**src/rtl/md_bus_pkg.sv**
```systemverilog
// Shared constants for the board-level bus resolver: resolution modes and
// the width of the saturating contention counter.
package md_bus_pkg;

  localparam int BUS_MERGE     = 0;
  localparam int BUS_PULLUP    = 1;
  localparam int BUS_WIRED_AND = 2;

  localparam int CNT_W = 16;

  typedef logic [CNT_W-1:0] cnt_t;

endpackage

```
**src/rtl/md_bus_resolver_if.sv**
```systemverilog
// Driver-side and resolved-side signals of one shared bus. The master modport
// belongs to whoever supplies the drivers, the slave modport to the resolver.
interface md_bus_resolver_if
  import md_bus_pkg::*;
#(
  parameter int WIDTH   = 16,
  parameter int DRIVERS = 4
);

  logic [DRIVERS*WIDTH-1:0] drv_o;
  logic [DRIVERS*WIDTH-1:0] drv_d;
  logic                     cnt_clear;
  logic [WIDTH-1:0]         bus;
  logic                     floating;
  logic                     conflict;
  cnt_t                     conflict_cnt;

  modport master (
    output drv_o, drv_d, cnt_clear,
    input  bus, floating, conflict, conflict_cnt
  );

  modport slave (
    input  drv_o, drv_d, cnt_clear,
    output bus, floating, conflict, conflict_cnt
  );

endinterface

```
**src/rtl/md_bus_decay.sv**
```systemverilog
// Open-bus idle counter: counts fully undriven cycles, saturates at DECAY and
// strobes decay_now_o on the idle sample that brings the count to DECAY.
module md_bus_decay #(
  parameter int DECAY = 0
) (
  input  logic clk_i,
  input  logic rst_i,
  input  logic idle_i,
  output logic decay_now_o
);

  localparam int CW = (DECAY > 0) ? $clog2(DECAY + 1) : 1;

  logic [CW-1:0] cnt_q, cnt_d;

  always_comb begin
    cnt_d = '0;
    if (idle_i) begin
      if (int'(cnt_q) >= DECAY) cnt_d = cnt_q;
      else                      cnt_d = cnt_q + 1'b1;
    end
  end

  always_ff @(posedge clk_i) begin
    if (rst_i) cnt_q <= '0;
    else       cnt_q <= cnt_d;
  end

  // Once saturated the strobe stays high, which keeps the bus at FLOAT_VAL.
  assign decay_now_o = (DECAY > 0) && idle_i && (int'(cnt_q) >= DECAY - 1);

endmodule

```
**src/rtl/md_bus_resolver.sv**
```systemverilog
// Registered N-driver resolver for one shared bus: MERGE/PULLUP/WIRED_AND
// resolution, bus keeper with open-bus decay, contention flag and counter.
module md_bus_resolver
  import md_bus_pkg::*;
#(
  parameter int               WIDTH     = 16,
  parameter int               DRIVERS   = 4,
  parameter int               MODE      = BUS_MERGE,
  parameter logic [WIDTH-1:0] RESET_VAL = '1,
  parameter int               DECAY     = 0,
  parameter logic [WIDTH-1:0] FLOAT_VAL = '0
) (
  input  logic                MCLK,
  input  logic                reset,
  md_bus_resolver_if.slave    bus_if
);

  if (WIDTH < 1 || WIDTH > 32) begin : g_chk_width
    $error("md_bus_resolver: WIDTH must be 1..32");
  end
  if (DRIVERS < 1 || DRIVERS > 8) begin : g_chk_drivers
    $error("md_bus_resolver: DRIVERS must be 1..8");
  end
  if (MODE < BUS_MERGE || MODE > BUS_WIRED_AND) begin : g_chk_mode
    $error("md_bus_resolver: MODE must be 0..2");
  end
  if (DECAY < 0) begin : g_chk_decay
    $error("md_bus_resolver: DECAY must be >= 0");
  end

  logic [WIDTH-1:0] bus_q, bus_d;
  logic [WIDTH-1:0] driven;
  logic [WIDTH-1:0] contend;
  logic             floating_q, conflict_q;
  cnt_t             cnt_q, cnt_d;
  logic             idle;
  logic             decay_now;

  for (genvar b = 0; b < WIDTH; b++) begin : g_bit
    logic drv_any, hi, lo;

    always_comb begin
      drv_any = 1'b0;
      hi      = 1'b0;
      lo      = 1'b0;
      for (int k = 0; k < DRIVERS; k++) begin
        if (!bus_if.drv_d[k*WIDTH + b]) begin
          drv_any = 1'b1;
          if (bus_if.drv_o[k*WIDTH + b]) hi = 1'b1;
          else                           lo = 1'b1;
        end
      end
    end

    assign driven[b] = drv_any;

    // Disagreement among driven drivers means both a 1 and a 0 were seen.
    if (MODE == BUS_WIRED_AND) begin : g_wand
      assign bus_d[b]   = ~lo;
      assign contend[b] = 1'b0;
    end else if (MODE == BUS_PULLUP) begin : g_pullup
      assign bus_d[b]   = drv_any ? hi : 1'b1;
      assign contend[b] = hi & lo;
    end else begin : g_merge
      assign bus_d[b]   = drv_any   ? hi           :
                          decay_now ? FLOAT_VAL[b] : bus_q[b];
      assign contend[b] = hi & lo;
    end
  end

  assign idle = ~|driven;

  md_bus_decay #(
    .DECAY ((MODE == BUS_MERGE) ? DECAY : 0)
  ) u_decay (
    .clk_i       (MCLK),
    .rst_i       (reset),
    .idle_i      (idle),
    .decay_now_o (decay_now)
  );

  always_comb begin
    cnt_d = cnt_q;
    if (bus_if.cnt_clear)               cnt_d = '0;
    else if (conflict_q && cnt_q != '1) cnt_d = cnt_q + 1'b1;
  end

  always_ff @(posedge MCLK) begin
    if (reset) begin
      bus_q      <= RESET_VAL;
      floating_q <= 1'b1;
      conflict_q <= 1'b0;
      cnt_q      <= '0;
    end else begin
      bus_q      <= bus_d;
      floating_q <= idle;
      conflict_q <= |contend;
      cnt_q      <= cnt_d;
    end
  end

  assign bus_if.bus          = bus_q;
  assign bus_if.floating     = floating_q;
  assign bus_if.conflict     = conflict_q;
  assign bus_if.conflict_cnt = cnt_q;

endmodule

```
**src/flat_wrapper.sv**
```systemverilog
// flat-port wrapper written by rule: the top's interface ports become plain ports
module md_bus_resolver_flat import md_bus_pkg::*;
#(
  parameter int               WIDTH     = 16,
  parameter int               DRIVERS   = 4,
  parameter int               MODE      = BUS_MERGE,
  parameter logic [WIDTH-1:0] RESET_VAL = '1,
  parameter int               DECAY     = 0,
  parameter logic [WIDTH-1:0] FLOAT_VAL = '0
)
  (MCLK, reset, bus_if_drv_o, bus_if_drv_d, bus_if_cnt_clear, bus_if_bus, bus_if_floating, bus_if_conflict, bus_if_conflict_cnt);
  md_bus_resolver_if #(.WIDTH(WIDTH), .DRIVERS(DRIVERS)) bus_if_i ();
  input  logic MCLK;
  input  logic reset;
  input wire logic [$bits(bus_if_i.drv_o)-1:0] bus_if_drv_o;
  input wire logic [$bits(bus_if_i.drv_d)-1:0] bus_if_drv_d;
  input wire logic [$bits(bus_if_i.cnt_clear)-1:0] bus_if_cnt_clear;
  output wire logic [$bits(bus_if_i.bus)-1:0] bus_if_bus;
  output wire logic [$bits(bus_if_i.floating)-1:0] bus_if_floating;
  output wire logic [$bits(bus_if_i.conflict)-1:0] bus_if_conflict;
  output wire logic [$bits(bus_if_i.conflict_cnt)-1:0] bus_if_conflict_cnt;
  assign bus_if_i.drv_o = bus_if_drv_o;
  assign bus_if_i.drv_d = bus_if_drv_d;
  assign bus_if_i.cnt_clear = bus_if_cnt_clear;
  assign bus_if_bus = bus_if_i.bus;
  assign bus_if_floating = bus_if_i.floating;
  assign bus_if_conflict = bus_if_i.conflict;
  assign bus_if_conflict_cnt = bus_if_i.conflict_cnt;
  md_bus_resolver #(.WIDTH(WIDTH), .DRIVERS(DRIVERS), .MODE(MODE), .RESET_VAL(RESET_VAL), .DECAY(DECAY), .FLOAT_VAL(FLOAT_VAL)) u_core (.MCLK(MCLK), .reset(reset), .bus_if(bus_if_i));
endmodule
```
**config.mk**
```make
export PLATFORM = sky130hd
export DESIGN_NAME = md_bus_resolver_flat
export DESIGN_NICKNAME = d
export VERILOG_FILES = /design/src/rtl/md_bus_pkg.sv /design/src/rtl/md_bus_resolver_if.sv /design/src/rtl/md_bus_decay.sv /design/src/rtl/md_bus_resolver.sv /design/src/flat_wrapper.sv
export SDC_FILE = /design/constraint.sdc
export NUM_CORES = 1
export LEC_CHECK = 0
export CAP_MARGIN = 20
export CORE_MARGIN = 10
export CORE_UTILIZATION = 42
export CTS_CLUSTER_SIZE = 20
export DETAILED_ROUTE_END_ITERATION = 10
export HOLD_SLACK_MARGIN = 0.15
export PLACE_DENSITY = 0.84
export SLEW_MARGIN = 0
export SYNTH_ARGS = -nofsm -noshare
export SYNTH_HDL_FRONTEND = slang
export SYNTH_HIERARCHICAL = 1
export SYNTH_SLANG_ARGS = --single-unit
```
**constraint.sdc**
```tcl
create_clock -name MCLK -period 4.5 [get_ports MCLK]
set_input_delay 0.9 -clock MCLK [delete_from_list [all_inputs] [get_ports MCLK]]
set_output_delay 0.9 -clock MCLK [all_outputs]
set_load 0.1 [all_outputs]
```
==> results.txt <==
Most frequent cells in the layout - 164 x clkdlybuf4s50_1, 53 x inv_1, 34 x dfxtp_1
Clock Pin Slew Worst Setup and Hold Paths - 0.07 ns
Slowest library cell on the worst path - or4_1
Number of antenna violations at the first check in global routing - 0
Global-route wire length before repair - 17500 um
Post-cts sizing count - 0
Commonest non-fill, non-tap cell in the layout - clkdlybuf4s50_1
Pwr Density - 206 nW/um^2
Max Transition Viols Final - 0
Cells after Synth - 390
Post-synth EDFFs - 0
Leading register cell type out of synthesis - dfxtp_1
Clock tree buffer depth - 2
Via-per-instance ratio - 5.74
Critical Path Start - bus_if_drv_d[45]
Port bufs - 164
CP endpoint kind - flop
Number of global-route vias before repair - 3642
Critical Path AT - 2.96 ns
Final #Nets - 686
Worst Path Max Fanout - 3
Synth Register Bits - 34
Clock Root Buffer - clkbuf_8
Post-CTS setup buffer count - 0
Worst r2r src - u_core/bus_if.conflict_cnt[0]
Remaining DRCs - 0
Largest net degree at the start of global routing - 20
Max_slew headroom - 30.4%
Worst Path Required - 4.63 ns
Post-route ant nets - 0
Synth Warn # - 6
Post-placement cell count - 627
Synth area leaders - dfxtp_1 24%, xnor2_1 8.2%, o22ai_1 7.0%
Post-synthesis async set-or-reset flop share - 0%
Die Wd - 103 um
Worst Skew - 0.00637 ns
Proportion of netlist area held by the largest area contributor - 23.7%
Initial core utilization - 42.7%
Layout cells sized above 1 - 2.34%
Pwr Total - 963 uW
Critical Path Start Type - primary input
Row cnt - 30
Skew-Pair Late Insertion Delay - 0.29 ns
Gr usage total - 20.9%
Post-route non-filler standard cell count - 635
CP bufs+invs - 2
Register area share after synthesis - 23.7%
IO Pins - 165
Hold wc startpoint - u_core/bus_if.bus[5]
Global route overflow - 0
Final hold vios - 0
Fin crit share - 63.0%
Cell family with most CP delay - simple AND/OR/NAND/NOR gates
WL final - 11600 um
Area delta synth->final - 62.9%
Synthesized area per cell - 7.35 sq um
Setup violators final - 0
Iter 0 DRT Violations - 168
Leakage power - 1.78 nW
Chip Height - 103 um
CTS H-tree depth - 2
CTS tree - yes
Fmax - 353 MHz
CTS Buf Count - 5
Max-cap violation count - 0
Core Box Area - 6720 sq um
Setup TNS after final layout - 0 ns
Fin crit period - 2.84 ns
Worst hold-check path type - flop to flop
RSZ-0062 raised after global routing - no
Fin util - 69.5%
N_diodes - 0
Status - finished clean
Worst Tran Pin Value - 1.04 ns
Synth area leader - dfxtp_1
Die area - 10500 sq um
Cell breakdown of the critical path - clkdlybuf4s50_1 -> inv_1 -> a222oi_1 -> a21oi_1 -> or4_1 -> nor4_1 -> a41oi_1
CTS Sinks - 34
Cell Area, Synth - 2870 sq um
DR WL/cell - 18.3 um
Via Count - 3646
Synth unique cells - 42
Worst setup path category - primary input to flop
Fillers - 559
Worst vdd ir - 0.000116 V
Crit-path max cell delay - 0.53 ns
Syn Nets - 522
Hold_buf cts - 0
GPL Wtd Cong - 0.934
Drt pass-1 iters - 6
Hpwl dp - 9890 um
[cell families (layout without fill, tap and decap cells)]
group                    Yosys count  after routing  share of synthesized area, %
AND/OR/NAND/NOR                  143            143                          27.8
AO/OA/AOI/OAI                    103            103                          25.3
buffers and inverters             61            226                          8.12
XOR/XNOR                          44             44                          13.4
flip-flops                        34             34                          23.7
multiplexers                       3              3                          1.05
adder cells (fa/ha/maj)            1              1                         0.436
other                              1              1                         0.131
[path summary, 6_finish.rpt]
| kind | cells after the start | slack [ns] | end |
|---|---|---|---|
| max reg2reg | 7 | 2.43 | u_core/bus_if.conflict_cnt[8] |
| min reg2reg | 2 | 0.54 | u_core/bus_if.bus[5] |
| max | 7 | 1.66 | u_core/bus_if.conflict |
| min | 2 | 0.54 | u_core/bus_if.bus[5] |
[metal layers]
metal  part of all wire, %  GRT usage (%)  up-vias
met5                     0              0        -
met4                   2.4           7.59        0
met3                    12           9.99       20
met2                    48           36.8      175
met1                    37           21.1     1664
li1                      -              -     1787
[power by group]
group / internal [mW] / switching, mW / leakage [nW]
Combinational: 0.191 / 0.216 / 1.45
Sequential: 0.312 / 0.00681 / 0.278
Clock: 0.124 / 0.115 / 0.0482
Total: 0.626 / 0.337 / 1.78
[registers in the layout (all words and copies together), names as in the netlist]
signal and cells:
u_core/bus_if.bus 16, u_core/bus_if.conflict 1, u_core/bus_if.conflict_cnt 16, u_core/bus_if.floating 1
[layout make-up]
cell class | instances | area [sq um] | area share, %
Multi-Input combinational cell | 295 | 1950 | 41.8
Timing Repair Buffer | 164 | 1640 | 35.2
Sequential cell | 34 | 681 | 14.6
Inverter | 54 | 203 | 4.34
Tap cell | 80 | 100 | 2.14
Clock buffer | 7 | 86.3 | 1.85
Clock inverter | 1 | 5.00 | 0.107
[cells in the mapped netlist (4+ instances only)]
library cell and number:
dfxtp_1 34, a21oi_1 13, clkbuf_1 6, inv_1 53, o22ai_1 32, nand4_1 26
nand2_1 7, nor3b_1 4, xor2_1 17, nor4_1 10, nor2_1 33, a22oi_1 4
o22a_1 7, nor3_1 21, nor2b_1 25, a222oi_1 6, o311ai_0 12, and4_1 4
xnor2_1 27, o21ai_0 16
[per-stage QoR]
stage	cell area [sq um]	setup WS, ns	hold WS (ns)
5_1_grt	4670	1.49	0.552
4_1_cts	4670	1.67	0.529
2_1_floorplan	2870	1.81	0.939
6_report	4670	1.66	0.536
3_3_place_gp	4580	1.43	0.516
3_5_place_dp	4580	1.38	0.514
[worst min-delay path, stage by stage (launching register included)]
cell and delay, ns:
dfxtp_1 0.32, inv_1 0.05, o311ai_0 0.11
Power figures use the tool's default switching activity.
